$ cat src/rtl/menu_param_ctrl_pkg.sv
// ---------------------------------------------------------------------------
// menu_param_ctrl_pkg
// Shared definitions for the parametrised menu controller:
//   - 2-bit menu state codes (HOME/PICK/EDIT/RUN) as plain localparams so the
//     encoding matches the state output seen by the VGA renderer
//   - bound_step(): one bounded +1/-1 step with saturate or wrap-around,
//     used for both the cursor and the channel values
// ---------------------------------------------------------------------------
package menu_param_ctrl_pkg;

  // Widest value the step helper handles; callers zero-extend into it.
  localparam int MAX_W  = 16;
  localparam int WIDE_W = MAX_W + 1;

  typedef logic [1:0] menu_state_t;

  localparam menu_state_t ST_HOME = 2'b00;
  localparam menu_state_t ST_PICK = 2'b01;
  localparam menu_state_t ST_EDIT = 2'b10;
  localparam menu_state_t ST_RUN  = 2'b11;

  // Increment (up=1) or decrement (up=0) val inside lo..hi.
  // The increment is formed one bit wider so that val=all-ones cannot
  // overflow before it is compared with the upper bound.
  function automatic logic [MAX_W-1:0] bound_step(
    input logic [MAX_W-1:0] val,
    input logic [MAX_W-1:0] lo,
    input logic [MAX_W-1:0] hi,
    input logic             up,
    input logic             wrap
  );
    logic [WIDE_W-1:0] wide;
    if (up) begin
      wide = {1'b0, val} + WIDE_W'(1);
      if (wide > {1'b0, hi}) begin
        wide = wrap ? {1'b0, lo} : {1'b0, hi};
      end
    end else begin
      if (val <= lo) begin
        wide = wrap ? {1'b0, hi} : {1'b0, lo};
      end else begin
        wide = {1'b0, val} - WIDE_W'(1);
      end
    end
    return wide[MAX_W-1:0];
  endfunction

endpackage

$ cat src/rtl/menu_param_ctrl_if.sv
// ---------------------------------------------------------------------------
// menu_param_ctrl_if
// Button and status bundle between the button conditioners / renderer and
// the menu controller.
//   left, right  : level, step down / up (hold to repeat)
//   en, back     : level, advance / cancel on rising edge
//   finish       : level, end of RUN
//   state        : 00 HOME, 01 PICK, 10 EDIT, 11 RUN
//   cursor       : selected channel
//   values       : packed channel values, ch0 in the LSBs
//   commit       : one-cycle pulse when an edit is accepted
// master = button side, slave = controller.
// ---------------------------------------------------------------------------
interface menu_param_ctrl_if
  import menu_param_ctrl_pkg::*;
#(
  parameter int NUM_CH = 2,
  parameter int VAL_W  = 4
);

  localparam int CUR_W = (NUM_CH > 1) ? $clog2(NUM_CH) : 1;

  logic                    left;
  logic                    right;
  logic                    en;
  logic                    back;
  logic                    finish;
  menu_state_t             state;
  logic [CUR_W-1:0]        cursor;
  logic [NUM_CH*VAL_W-1:0] values;
  logic                    commit;

  modport master (
    output left, right, en, back, finish,
    input  state, cursor, values, commit
  );

  modport slave (
    input  left, right, en, back, finish,
    output state, cursor, values, commit
  );

endinterface

$ cat src/rtl/menu_param_ctrl_btn_repeat.sv
// ---------------------------------------------------------------------------
// btn_repeat
// Rising-edge detector with hold-to-repeat for one direction button.
//   clk_16  : tick clock
//   rst_n   : asynchronous active-low reset
//   btn_i   : button level
//   block_i : opposite button level; while high this button neither steps
//             nor keeps its repeat timing
//   step_o  : combinational step request for the current sample
// A step fires on the rising edge, again REP_DLY samples later, then every
// REP_RATE samples while the button stays held.
// ---------------------------------------------------------------------------
module btn_repeat #(
  parameter int REP_DLY  = 8,
  parameter int REP_RATE = 2
) (
  input  logic clk_16,
  input  logic rst_n,
  input  logic btn_i,
  input  logic block_i,
  output logic step_o
);

  localparam int CNT_MAX = (REP_DLY > REP_RATE) ? REP_DLY : REP_RATE;
  localparam int CNT_W   = $clog2(CNT_MAX + 1);

  logic             prev_q;
  logic             active_q, active_d;
  logic [CNT_W-1:0] cnt_q, cnt_d;

  // cnt counts down to the next repeat step. active marks a hold that began
  // with a clean edge, so a button still held after a left&right clash stays
  // silent until it is released and pressed again.
  always_comb begin
    step_o   = 1'b0;
    active_d = 1'b0;
    cnt_d    = '0;
    if (btn_i && !block_i) begin
      if (!prev_q) begin
        step_o   = 1'b1;
        active_d = 1'b1;
        cnt_d    = CNT_W'(REP_DLY - 1);
      end else if (active_q) begin
        active_d = 1'b1;
        if (cnt_q == '0) begin
          step_o = 1'b1;
          cnt_d  = CNT_W'(REP_RATE - 1);
        end else begin
          cnt_d = cnt_q - CNT_W'(1);
        end
      end
    end
  end

  always_ff @(posedge clk_16 or negedge rst_n) begin
    if (!rst_n) begin
      prev_q   <= 1'b0;
      active_q <= 1'b0;
      cnt_q    <= '0;
    end else begin
      prev_q   <= btn_i;
      active_q <= active_d;
      cnt_q    <= cnt_d;
    end
  end

endmodule

$ cat src/rtl/menu_param_ctrl.sv
// ---------------------------------------------------------------------------
// menu_param_ctrl
// Menu FSM holding NUM_CH bounded settings: HOME -> PICK -> EDIT -> RUN.
//   clk_16 : tick clock
//   rst_n  : asynchronous active-low reset
//   bus    : slave side of menu_param_ctrl_if (buttons in, menu status out)
// PICK moves the cursor, EDIT adjusts values[cursor], back in EDIT restores
// the value captured on entry, en in EDIT pulses commit and enters RUN,
// finish in RUN returns HOME. Priority inside a state: en > back > steps.
// ---------------------------------------------------------------------------
module menu_param_ctrl
  import menu_param_ctrl_pkg::*;
#(
  parameter int                      NUM_CH   = 2,
  parameter int                      VAL_W    = 4,
  parameter logic [NUM_CH*VAL_W-1:0] MIN_VEC  = 8'hC0,
  parameter logic [NUM_CH*VAL_W-1:0] MAX_VEC  = 8'hF2,
  parameter logic [NUM_CH*VAL_W-1:0] INIT_VEC = 8'hF0,
  parameter int                      WRAP_EN  = 0,
  parameter int                      REP_DLY  = 8,
  parameter int                      REP_RATE = 2
) (
  input  logic              clk_16,
  input  logic              rst_n,
  menu_param_ctrl_if.slave  bus
);

  localparam int   CUR_W = (NUM_CH > 1) ? $clog2(NUM_CH) : 1;
  localparam logic WRAP  = (WRAP_EN != 0);

  menu_state_t             state_q, state_d;
  logic [CUR_W-1:0]        cursor_q, cursor_d, cursor_new;
  logic [VAL_W-1:0]        val_q [NUM_CH];
  logic [VAL_W-1:0]        val_d [NUM_CH];
  logic [VAL_W-1:0]        shadow_q, shadow_d;
  logic                    commit_q, commit_d;
  logic                    en_prev_q, back_prev_q;
  logic                    en_p, back_p;
  logic                    l_step, r_step, step_any;
  logic [VAL_W-1:0]        cur_val, cur_min, cur_max, cur_new;
  logic                    wr_en;
  logic [VAL_W-1:0]        wr_val;
  logic [NUM_CH*VAL_W-1:0] values_pk;

  btn_repeat #(.REP_DLY(REP_DLY), .REP_RATE(REP_RATE)) u_rep_left (
    .clk_16  (clk_16),
    .rst_n   (rst_n),
    .btn_i   (bus.left),
    .block_i (bus.right),
    .step_o  (l_step)
  );

  btn_repeat #(.REP_DLY(REP_DLY), .REP_RATE(REP_RATE)) u_rep_right (
    .clk_16  (clk_16),
    .rst_n   (rst_n),
    .btn_i   (bus.right),
    .block_i (bus.left),
    .step_o  (r_step)
  );

  assign en_p     = bus.en   && !en_prev_q;
  assign back_p   = bus.back && !back_prev_q;
  assign step_any = l_step || r_step;

  // Pick out the channel under the cursor together with its bounds, then
  // precompute the stepped value and stepped cursor for the FSM.
  always_comb begin
    cur_val = '0;
    cur_min = '0;
    cur_max = '0;
    for (int i = 0; i < NUM_CH; i++) begin
      if (cursor_q == CUR_W'(i)) begin
        cur_val = val_q[i];
        cur_min = MIN_VEC[i*VAL_W +: VAL_W];
        cur_max = MAX_VEC[i*VAL_W +: VAL_W];
      end
    end
    cur_new    = VAL_W'(bound_step(MAX_W'(cur_val), MAX_W'(cur_min),
                                   MAX_W'(cur_max), r_step, WRAP));
    cursor_new = CUR_W'(bound_step(MAX_W'(cursor_q), '0,
                                   MAX_W'(NUM_CH - 1), r_step, WRAP));
  end

  // Menu FSM. A step arriving together with en_p/back_p is simply lost
  // because the edge branches are tested first.
  always_comb begin
    state_d  = state_q;
    cursor_d = cursor_q;
    shadow_d = shadow_q;
    commit_d = 1'b0;
    wr_en    = 1'b0;
    wr_val   = cur_new;
    case (state_q)
      ST_HOME: begin
        if (en_p) state_d = ST_PICK;
      end
      ST_PICK: begin
        if (en_p) begin
          state_d  = ST_EDIT;
          shadow_d = cur_val;
        end else if (back_p) begin
          state_d = ST_HOME;
        end else if (step_any && (NUM_CH > 1)) begin
          cursor_d = cursor_new;
        end
      end
      ST_EDIT: begin
        if (en_p) begin
          state_d  = ST_RUN;
          commit_d = 1'b1;
        end else if (back_p) begin
          state_d = ST_PICK;
          wr_en   = 1'b1;
          wr_val  = shadow_q;
        end else if (step_any) begin
          wr_en = 1'b1;
        end
      end
      ST_RUN: begin
        if (bus.finish) state_d = ST_HOME;
      end
      default: state_d = ST_HOME;
    endcase

    for (int i = 0; i < NUM_CH; i++) begin
      val_d[i] = val_q[i];
      if (wr_en && (cursor_q == CUR_W'(i))) val_d[i] = wr_val;
    end
  end

  // Reset mid-edit returns every channel to its initial value; the shadow
  // copy is discarded rather than restored.
  always_ff @(posedge clk_16 or negedge rst_n) begin
    if (!rst_n) begin
      state_q     <= ST_HOME;
      cursor_q    <= '0;
      shadow_q    <= '0;
      commit_q    <= 1'b0;
      en_prev_q   <= 1'b0;
      back_prev_q <= 1'b0;
      for (int i = 0; i < NUM_CH; i++) begin
        val_q[i] <= INIT_VEC[i*VAL_W +: VAL_W];
      end
    end else begin
      state_q     <= state_d;
      cursor_q    <= cursor_d;
      shadow_q    <= shadow_d;
      commit_q    <= commit_d;
      en_prev_q   <= bus.en;
      back_prev_q <= bus.back;
      for (int i = 0; i < NUM_CH; i++) begin
        val_q[i] <= val_d[i];
      end
    end
  end

  always_comb begin
    values_pk = '0;
    for (int i = 0; i < NUM_CH; i++) begin
      values_pk[i*VAL_W +: VAL_W] = val_q[i];
    end
  end

  assign bus.state  = state_q;
  assign bus.cursor = cursor_q;
  assign bus.values = values_pk;
  assign bus.commit = commit_q;

endmodule

$ cat src/flat_wrapper.sv
// flat-port wrapper written by rule: the top's interface ports become plain ports
module menu_param_ctrl_flat import menu_param_ctrl_pkg::*;
#(
  parameter int                      NUM_CH   = 2,
  parameter int                      VAL_W    = 4,
  parameter logic [NUM_CH*VAL_W-1:0] MIN_VEC  = 8'hC0,
  parameter logic [NUM_CH*VAL_W-1:0] MAX_VEC  = 8'hF2,
  parameter logic [NUM_CH*VAL_W-1:0] INIT_VEC = 8'hF0,
  parameter int                      WRAP_EN  = 0,
  parameter int                      REP_DLY  = 8,
  parameter int                      REP_RATE = 2
)
  (clk_16, rst_n, bus_left, bus_right, bus_en, bus_back, bus_finish, bus_state, bus_cursor, bus_values, bus_commit);
  menu_param_ctrl_if #(.NUM_CH(NUM_CH), .VAL_W(VAL_W)) bus_i ();
  input  logic clk_16;
  input  logic rst_n;
  input wire logic [$bits(bus_i.left)-1:0] bus_left;
  input wire logic [$bits(bus_i.right)-1:0] bus_right;
  input wire logic [$bits(bus_i.en)-1:0] bus_en;
  input wire logic [$bits(bus_i.back)-1:0] bus_back;
  input wire logic [$bits(bus_i.finish)-1:0] bus_finish;
  output wire logic [$bits(bus_i.state)-1:0] bus_state;
  output wire logic [$bits(bus_i.cursor)-1:0] bus_cursor;
  output wire logic [$bits(bus_i.values)-1:0] bus_values;
  output wire logic [$bits(bus_i.commit)-1:0] bus_commit;
  assign bus_i.left = bus_left;
  assign bus_i.right = bus_right;
  assign bus_i.en = bus_en;
  assign bus_i.back = bus_back;
  assign bus_i.finish = bus_finish;
  assign bus_state = bus_i.state;
  assign bus_cursor = bus_i.cursor;
  assign bus_values = bus_i.values;
  assign bus_commit = bus_i.commit;
  menu_param_ctrl #(.NUM_CH(NUM_CH), .VAL_W(VAL_W), .MIN_VEC(MIN_VEC), .MAX_VEC(MAX_VEC), .INIT_VEC(INIT_VEC), .WRAP_EN(WRAP_EN), .REP_DLY(REP_DLY), .REP_RATE(REP_RATE)) u_core (.clk_16(clk_16), .rst_n(rst_n), .bus(bus_i));
endmodule
$ cat config.mk
export PLATFORM = sky130hd
export DESIGN_NAME = menu_param_ctrl_flat
export DESIGN_NICKNAME = d
export VERILOG_FILES = /design/src/rtl/menu_param_ctrl_pkg.sv /design/src/rtl/menu_param_ctrl_if.sv /design/src/rtl/menu_param_ctrl_btn_repeat.sv /design/src/rtl/menu_param_ctrl.sv /design/src/flat_wrapper.sv
export SDC_FILE = /design/constraint.sdc
export NUM_CORES = 1
export LEC_CHECK = 0
export CORE_MARGIN = 2
export CORE_UTILIZATION = 50
export DETAILED_ROUTE_END_ITERATION = 8
export PLACE_DENSITY = 0.82
export REMOVE_ABC_BUFFERS = 1
export SLEW_MARGIN = 20
export SYNTH_ARGS = -nofsm -noshare
export SYNTH_HDL_FRONTEND = slang
export SYNTH_SLANG_ARGS = --single-unit
$ cat constraint.sdc
create_clock -name clk_16 -period 7.4 [get_ports clk_16]
set_input_delay 2.22 -clock clk_16 [delete_from_list [all_inputs] [get_ports clk_16]]
set_output_delay 2.22 -clock clk_16 [all_outputs]
set_load 0.01 [all_outputs]
==> metrics.log, run 1 <==
[metrics] fraction of registers with async set or reset after synthesis: 1.00
[metrics] aggregate negative setup slack: 0 ns
[metrics] area leader, netlist: sky130_fd_sc_hd__dfrtp_1
[metrics] count of buffering cells on the critical path with inverters included: 1
[metrics] number of standard cells after synthesis: 169
[metrics] Tightest Pin Transition: 0.893 ns
[metrics] growth of design area from synthesis to finish: 17.4%
[metrics] CP max stage delay: 0.78 ns
[metrics] starting DRC count in detailed routing: 79
[metrics] clock sinks: 30
[metrics] Primary FF master, synth: sky130_fd_sc_hd__dfrtp_1
[metrics] critical-path cell list: mux2i_1 -> inv_1 -> ha_1 -> xnor2_1 -> ha_1 -> and3_1 -> a221oi_1 -> nor2_1 -> a22o_1 -> a211oi_1 -> o31ai_1
[metrics] Arr. time, crit path: 4.22 ns
[metrics] Post-Synthesis Mean Instance Area: 9.77 um^2
[metrics] multi-input logic area: 861 um^2
[metrics] worst vdd rail ir drop: 0.159 mV
[metrics] area of the core region: between 3000 and 4000 um^2
[metrics] Non-Filler Instances: between 200 and 250
[metrics] top cell type's share of synthesized area: 0.394
[metrics] setup slack after placement: approximately 3.2 ns
[metrics] peak clock frequency supported by timing: 248 MHz
[metrics] number of unique standard cell types used by synthesis: 44
[metrics] Int Pwr: roughly 450 uW
[metrics] final wirelength: 3450 um
[metrics] ANT nets after route: 0
[metrics] number of setup violations in the final report: 0
[metrics] Mapped Area: 1650 um^2
[metrics] share of power burned in registers: 0.355
[metrics] Clock Tree Root: sky130_fd_sc_hd__clkbuf_4
[metrics] most frequent cells after synthesis: sky130_fd_sc_hd__dfrtp_1, sky130_fd_sc_hd__a21oi_1, sky130_fd_sc_hd__nor2_1
[metrics] Starting Density: 0.532
[metrics] fillcell total: 277
[metrics] remaining routing DRC violations: 0
[metrics] Antenna Cells: 0
[metrics] crit start category: flop
[metrics] RSZ-0062 raised after global routing: false
[metrics] Chip Height: between 60 and 70 um
[metrics] outcome: completed
[metrics] final worst path period share: 0.544
[metrics] GR Util All Layers: 0.210
[metrics] Final Skew: a little over 0.01 ns
[metrics] power dissipated by switching net loads: 326 uW
[metrics] TritonCTS clock tree: built
[metrics] warnings from Yosys: 0
[metrics] post-layout min period: ~4.0 ns
[metrics] crit path max fanout: 18
[metrics] Combinational Power Share: 0.513
[metrics] Clock H-tree levels: 2
[metrics] cell types occupying the most area after synthesis: sky130_fd_sc_hd__dfrtp_1, sky130_fd_sc_hd__dfstp_2, sky130_fd_sc_hd__a21oi_1, sky130_fd_sc_hd__ha_1, sky130_fd_sc_hd__nor2_1
[metrics] number of slew-limit violations in the final report: 0
[metrics] pin count of the biggest net entering global routing: 31
[metrics] CTS Buffer Depth: 2
[metrics] number of storage elements in the synthesis netlist: 30
[metrics] relative max-transition margin: 0.404
[metrics] initial antenna violation count: 0
[metrics] Setup crit end kind: flop
[metrics] number of vias after detailed routing: 1,357
[metrics] via count of the first global-routing pass: 1,244
[metrics] number of maximum-capacitance constraint violations: 0
[metrics] required time at the endpoint of the critical path: 7.60 ns
[metrics] global-route wire length before repair: between 5000 and 6000 um
[metrics] Setup Fix Bufs, Post-CTS: 0
[metrics] clk_lat worst skew: 0.33 ns
[metrics] most frequent cell on the critical path: sky130_fd_sc_hd__ha_1
[metrics] leakage power total: between 0.0008 and 0.0009 uW
[metrics] number of CTS-inserted buffers: 5
[metrics] final-stage net count: between 200 and 250
[metrics] Worst Hold Class: reg2reg
[metrics] placed cell count: ~230
[metrics] die width: 61.5 um
[metrics] count of TritonRoute iterations in the first routing pass: 4
[metrics] sequential-to-total area share from yosys stat: 0.458
[metrics] clock share of power: 0.132
[metrics] sw frac: 0.420
[metrics] area occupied by registers: roughly 760 um^2
[metrics] power per standard cell area: 400 nW/um^2
[metrics] detail-routed net length per standard cell: approximately 15 um
[metrics] CTS hold repair buffers: 0
[metrics] final critical-path setup slack: 3.37 ns
[metrics] number of synthesized flops with an enable pin: 0
[metrics] Ports: 19
[metrics] number of gates given a new drive strength after cts: 0
[metrics] final-report hold violation count: 0
[metrics] share of final-layout standard cells stronger than drive strength 1: 0.135
[metrics] floorplan die area: 3780 um^2
[metrics] most numerous cell in the Yosys netlist: sky130_fd_sc_hd__dfrtp_1
[metrics] number of I/O port buffers: 18
[metrics] weighted congestion at the end of routability-driven global placement: 0.917
[metrics] cell type group with the largest total delay on the critical path: compound AO/OA/AOI/OAI gates
[metrics] half-perimeter wire length after placement: ~2600 um
[metrics] worst setup path category: reg2reg
[metrics] slowest cell on the critical path: sky130_fd_sc_hd__dfrtp_1
[metrics] via count normalized by instance count: 5.73
[metrics] CTS clock-pin slew for the worst setup and hold paths: around 0.10 ns
[metrics] global route total overflow: 0
[metrics] number of placement rows: 20
power groups by stage:
stage	Sequential, uW	Combinational [uW]	Clock [uW]
final	275	398	102
after CTS	273	395	103
after global placement	273	378	0
after detailed placement	276	392	0
after floorplan	271	264	0
after global routing	283	440	110
metal layers:
metal | track usage | up-vias | wire, um
li1 | - | 670 | -
met1 | 0.264 | 642 | 1580
met2 | 0.336 | 39 | 1650
met3 | 0.0504 | 6 | 158
met4 | 0.109 | 0 | 65
met5 | 0 | - | 0
placed cells by master, fill, tap and decap left out, types with 2 or more instances in the layout:
cell type / synthesis / final
sky130_fd_sc_hd__mux2_2: 4 / 4
sky130_fd_sc_hd__nand4_1: 2 / 2
sky130_fd_sc_hd__a211oi_1: 2 / 2
sky130_fd_sc_hd__nand2_1: 12 / 12
sky130_fd_sc_hd__inv_1: 5 / 5
sky130_fd_sc_hd__nor3_1: 6 / 6
sky130_fd_sc_hd__a221oi_1: 3 / 3
sky130_fd_sc_hd__nor2_1: 15 / 15
sky130_fd_sc_hd__nor3b_1: 2 / 2
sky130_fd_sc_hd__nand3_1: 4 / 4
sky130_fd_sc_hd__ha_1: 6 / 6
sky130_fd_sc_hd__nand2b_1: 6 / 6
sky130_fd_sc_hd__o31ai_1: 3 / 3
sky130_fd_sc_hd__xnor2_1: 4 / 4
sky130_fd_sc_hd__a21oi_1: 20 / 20
sky130_fd_sc_hd__clkdlybuf4s50_1: 0 / 18
sky130_fd_sc_hd__mux2i_1: 4 / 4
sky130_fd_sc_hd__o21ai_0: 9 / 9
sky130_fd_sc_hd__clkbuf_4: 0 / 5
sky130_fd_sc_hd__dfstp_2: 4 / 4
sky130_fd_sc_hd__o22ai_1: 2 / 2
sky130_fd_sc_hd__nand3b_1: 4 / 4
sky130_fd_sc_hd__nor2b_1: 2 / 2
sky130_fd_sc_hd__dfrtp_1: 26 / 26
kinds of logic after synthesis:
logic type	count (synthesis)	share of synthesized area
adder cells (fa/ha/maj)	6	0.0455
buffers and inverters	8	0.0205
AND/OR/NAND/NOR	64	0.212
flip-flops	30	0.458
multiplexers	8	0.0516
AO/OA/AOI/OAI	48	0.186
XOR/XNOR	5	0.0265
flip-flops by register name (all words and copies together) (netlist names):
register	cells
u_core.shadow_q	4
u_core.bus.state	2
u_core.back_prev_q	1
u_core.en_prev_q	1
u_core.u_rep_left.prev_q	1
u_core.u_rep_left.cnt_q	4
u_core.bus.cursor	1
u_core.bus.values	8
u_core.u_rep_right.prev_q	1
u_core.bus.commit	1
u_core.u_rep_left.active_q	1
u_core.u_rep_right.active_q	1
u_core.u_rep_right.cnt_q	4
layout make-up:
| cell class | count | share of cell area |
|---|---|---|
| Inverter | 5 | 0.00968 |
| Clock buffer | 7 | 0.0284 |
| Timing Repair Buffer | 19 | 0.0968 |
| Sequential cell | 30 | 0.390 |
| Multi-Input combinational cell | 131 | 0.444 |
| Clock inverter | 1 | 0.00258 |
| Tap cell | 44 | 0.0284 |
worst register-to-register path: stages (launching register included):
cell and delay (ns):
sky130_fd_sc_hd__dfrtp_1 0.78, sky130_fd_sc_hd__mux2i_1 0.58, sky130_fd_sc_hd__inv_1 0.19, sky130_fd_sc_hd__ha_1 0.31, sky130_fd_sc_hd__xnor2_1 0.23, sky130_fd_sc_hd__ha_1 0.28, sky130_fd_sc_hd__and3_1 0.20, sky130_fd_sc_hd__a221oi_1 0.42
sky130_fd_sc_hd__nor2_1 0.14, sky130_fd_sc_hd__a22o_1 0.21, sky130_fd_sc_hd__a211oi_1 0.41, sky130_fd_sc_hd__o31ai_1 0.15
path summary, 6_finish.rpt:
path	depth (start not counted)	slack (ns)	end	startpoint
worst max-delay path	11	3.37	u_core.bus.values[0]$_DFFE_PN0P_	u_core.bus.cursor$_DFFE_PN0P_
worst min-delay path	1	0.50	u_core.u_rep_left.cnt_q[0]$_DFF_PN0_	u_core.u_rep_left.cnt_q[0]$_DFF_PN0_
min in group asynchronous	2	2.26	u_core.bus.cursor$_DFFE_PN0P_	rst_n
worst min register to register	1	0.50	u_core.u_rep_left.cnt_q[0]$_DFF_PN0_	u_core.u_rep_left.cnt_q[0]$_DFF_PN0_
max in group asynchronous	2	4.81	u_core.bus.values[4]$_DFFE_PN1P_	rst_n
worst max register to register	11	3.37	u_core.bus.values[0]$_DFFE_PN0P_	u_core.bus.cursor$_DFFE_PN0P_
per-stage QoR:
| stage | util | hold slack [ns] | area [um^2] | total power, uW |
|---|---|---|---|---|
| 2_1_floorplan | - | 0.453 | 1640 | 535 |
| 4_1_cts | 0.625 | 0.499 | 1940 | 771 |
| 5_1_grt | 0.625 | 0.544 | 1940 | 833 |
| 3_5_place_dp | 0.605 | 0.485 | 1880 | 668 |
| 3_3_place_gp | 0.605 | 0.491 | 1880 | 651 |
| 6_report | 0.625 | 0.501 | 1940 | 775 |
No activity file was read; power rests on OpenSTA's default activity.
==> run 2: changes to the inputs <==
- clock period: 7.4 -> 3.81 ns (I/O delays scaled with it)
==> run 2 against run 1 <==
  * Clock power grew 92%
  * Via count grew 3.8%
  * Sequential cell count is the same
  * Die area is the same
  * Cell area grew 1.2%
  * First-iteration DRC count shrank 2.5%
  * Global-route usage grew 0.39 points
  * Critical path type unchanged
  * Routed wire length grew 4.9%
==> metrics.log, run 2 (same netlist as run 1, synthesis figures left out) <==
[metrics] worst setup path category: reg2reg
[metrics] remaining routing DRC violations: 0
[metrics] fillcell total: 265
[metrics] Clock Tree Root: sky130_fd_sc_hd__clkbuf_4
[metrics] clock sinks: 30
[metrics] relative max-transition margin: 0.409
[metrics] number of slew-limit violations in the final report: 0
[metrics] ANT nets after route: 0
[metrics] CTS hold repair buffers: 0
[metrics] leading cell type in the layout, fill and taps excluded: sky130_fd_sc_hd__dfrtp_1
[metrics] starting DRC count in detailed routing: 77
[metrics] Setup crit end kind: flop
[metrics] Arr. time, crit path: 3.59 ns
[metrics] final wirelength: 3620 um
[metrics] Tightest Pin Transition: 0.885 ns
[metrics] final standard cell area without fillers: 1960 um^2
[metrics] Antenna Cells: 0
[metrics] growth of design area from synthesis to finish: 18.8%
[metrics] share of final-layout standard cells stronger than drive strength 1: 0.148
[metrics] worst vdd rail ir drop: 0.354 mV
[metrics] global-route wire length before repair: 5750 um
[metrics] half-perimeter wire length after placement: 2710 um
[metrics] crit start category: flop
[metrics] weighted congestion at the end of routability-driven global placement: 0.862
[metrics] Final Skew: 0.0101 ns
[metrics] peak clock frequency supported by timing: 298 MHz
[metrics] RSZ-0062 raised after global routing: false
[metrics] die width: a little over 60 um
[metrics] Setup Fix Bufs, Post-CTS: 0
[metrics] GR Util All Layers: 0.213
[metrics] Clock H-tree levels: 2
[metrics] final-stage net count: about 210
[metrics] commonest cells after routing, fill and taps aside: sky130_fd_sc_hd__dfrtp_1, sky130_fd_sc_hd__a21oi_1, sky130_fd_sc_hd__clkdlybuf4s50_1
[metrics] area of the core region: 3100 um^2
[metrics] clk_lat worst skew: 0.33 ns
[metrics] Non-Filler Instances: 240
[metrics] power per standard cell area: 794 nW/um^2
[metrics] CTS Buffer Depth: 2
[metrics] crit path max fanout: 4
[metrics] count of TritonRoute iterations in the first routing pass: 6
[metrics] instance area at placement: 1900 um^2
[metrics] initial antenna violation count: 0
[metrics] number of setup violations in the final report: 0
[metrics] Total Power Consumption: between 1500 and 2000 uW
[metrics] number of I/O port buffers: 18
[metrics] aggregate negative setup slack: 0 ns
[metrics] detail-routed net length per standard cell: around 15 um
[metrics] Worst Hold Class: reg2reg
[metrics] final-report hold violation count: 0
[metrics] via count of the first global-routing pass: ~1,300
[metrics] global route total overflow: 0
[metrics] number of placement rows: 20
[metrics] outcome: completed
[metrics] via count normalized by instance count: approximately 6
[metrics] number of CTS-inserted buffers: 5
[metrics] Ports: 19
[metrics] hold slack: 0.504 ns
[metrics] required time at the endpoint of the critical path: 4.04 ns
[metrics] post-layout min period: ~3.4 ns
[metrics] Starting Density: 0.532
[metrics] pin count of the biggest net entering global routing: 31
[metrics] number of maximum-capacitance constraint violations: 0
[metrics] number of vias after detailed routing: 1,408
[metrics] R2R setup slack: 0.45 ns
[metrics] placed cell count: 232
[metrics] TritonCTS clock tree: built
[metrics] leakage power total: 0.000839 uW
[metrics] max FFs per register: 8
[metrics] final worst path period share: 0.882
[metrics] floorplan die area: 3780 um^2
[metrics] number of gates given a new drive strength after cts: 0
[metrics] CTS clock-pin slew for the worst setup and hold paths: 0.09 ns
[metrics] Chip Height: 61.5 um
[run 2: cell types whose count changed in the layout (fill, tap and decap cells not counted), sizes merged]
cell	previous run	this run
buf	1	4
[run 2: worst max-delay path: stages, from the launching register on]
cell                       delay, ns
sky130_fd_sc_hd__dfrtp_1        0.40
sky130_fd_sc_hd__mux2i_1        0.34
sky130_fd_sc_hd__inv_1          0.09
sky130_fd_sc_hd__ha_1           0.25
sky130_fd_sc_hd__xnor2_1        0.23
sky130_fd_sc_hd__ha_1           0.28
sky130_fd_sc_hd__and3_1         0.19
sky130_fd_sc_hd__a221oi_1       0.48
sky130_fd_sc_hd__nor2_1         0.14
sky130_fd_sc_hd__a221oi_1       0.40
sky130_fd_sc_hd__o31ai_1        0.16
sky130_fd_sc_hd__mux2_2         0.28
[run 2: path summary, 6_finish.rpt]
path	from	endpoint	cells past startpoint
max in group asynchronous	rst_n	u_core.bus.values[6]$_DFFE_PN1P_	2
min reg2reg	u_core.u_rep_left.cnt_q[0]$_DFF_PN0_	u_core.u_rep_left.cnt_q[0]$_DFF_PN0_	1
min	u_core.u_rep_left.cnt_q[0]$_DFF_PN0_	u_core.u_rep_left.cnt_q[0]$_DFF_PN0_	1
min in group asynchronous	rst_n	u_core.bus.values[2]$_DFFE_PN0P_	2
max reg2reg	u_core.bus.cursor$_DFFE_PN0P_	u_core.bus.values[3]$_DFFE_PN0P_	11
max	u_core.bus.cursor$_DFFE_PN0P_	u_core.bus.values[3]$_DFFE_PN0P_	11
[run 2: area by class of cell]
cell class                      count  area, um^2  share of cell area
Clock inverter                      1        5.00             0.00255
Timing Repair Buffer               22         210               0.107
Inverter                            5        18.8             0.00957
Clock buffer                        7        55.1              0.0281
Sequential cell                    30         756               0.385
Tap cell                           44        55.1              0.0281
Multi-Input combinational cell    131         861               0.439
[run 2: metal layers]
| layer | global-route usage | vias to the layer above | routed length [um] |
|---|---|---|---|
| met5 | 0 | - | 0 |
| met4 | 0.109 | 0 | 105 |
| met3 | 0.0546 | 17 | 241 |
| met2 | 0.342 | 58 | 1770 |
| met1 | 0.267 | 662 | 1500 |
| li1 | - | 671 | - |
[run 2: stage by stage]
| stage | setup WS [ns] | util |
|---|---|---|
| final | 0.449 | 0.632 |
| after global routing | 0.325 | 0.632 |
| after CTS | 0.505 | 0.632 |
| after detailed placement | 0.509 | 0.613 |
| after global placement | 0.668 | 0.613 |
| after floorplan | 0.535 | - |
[run 2: report_power, final]
group,leakage (uW),switching (uW),internal [uW],total [uW]
sequential,0.000371,95.9,410,506
combinational,0.000433,455,400,855
clock,0.0000353,106,89.2,196
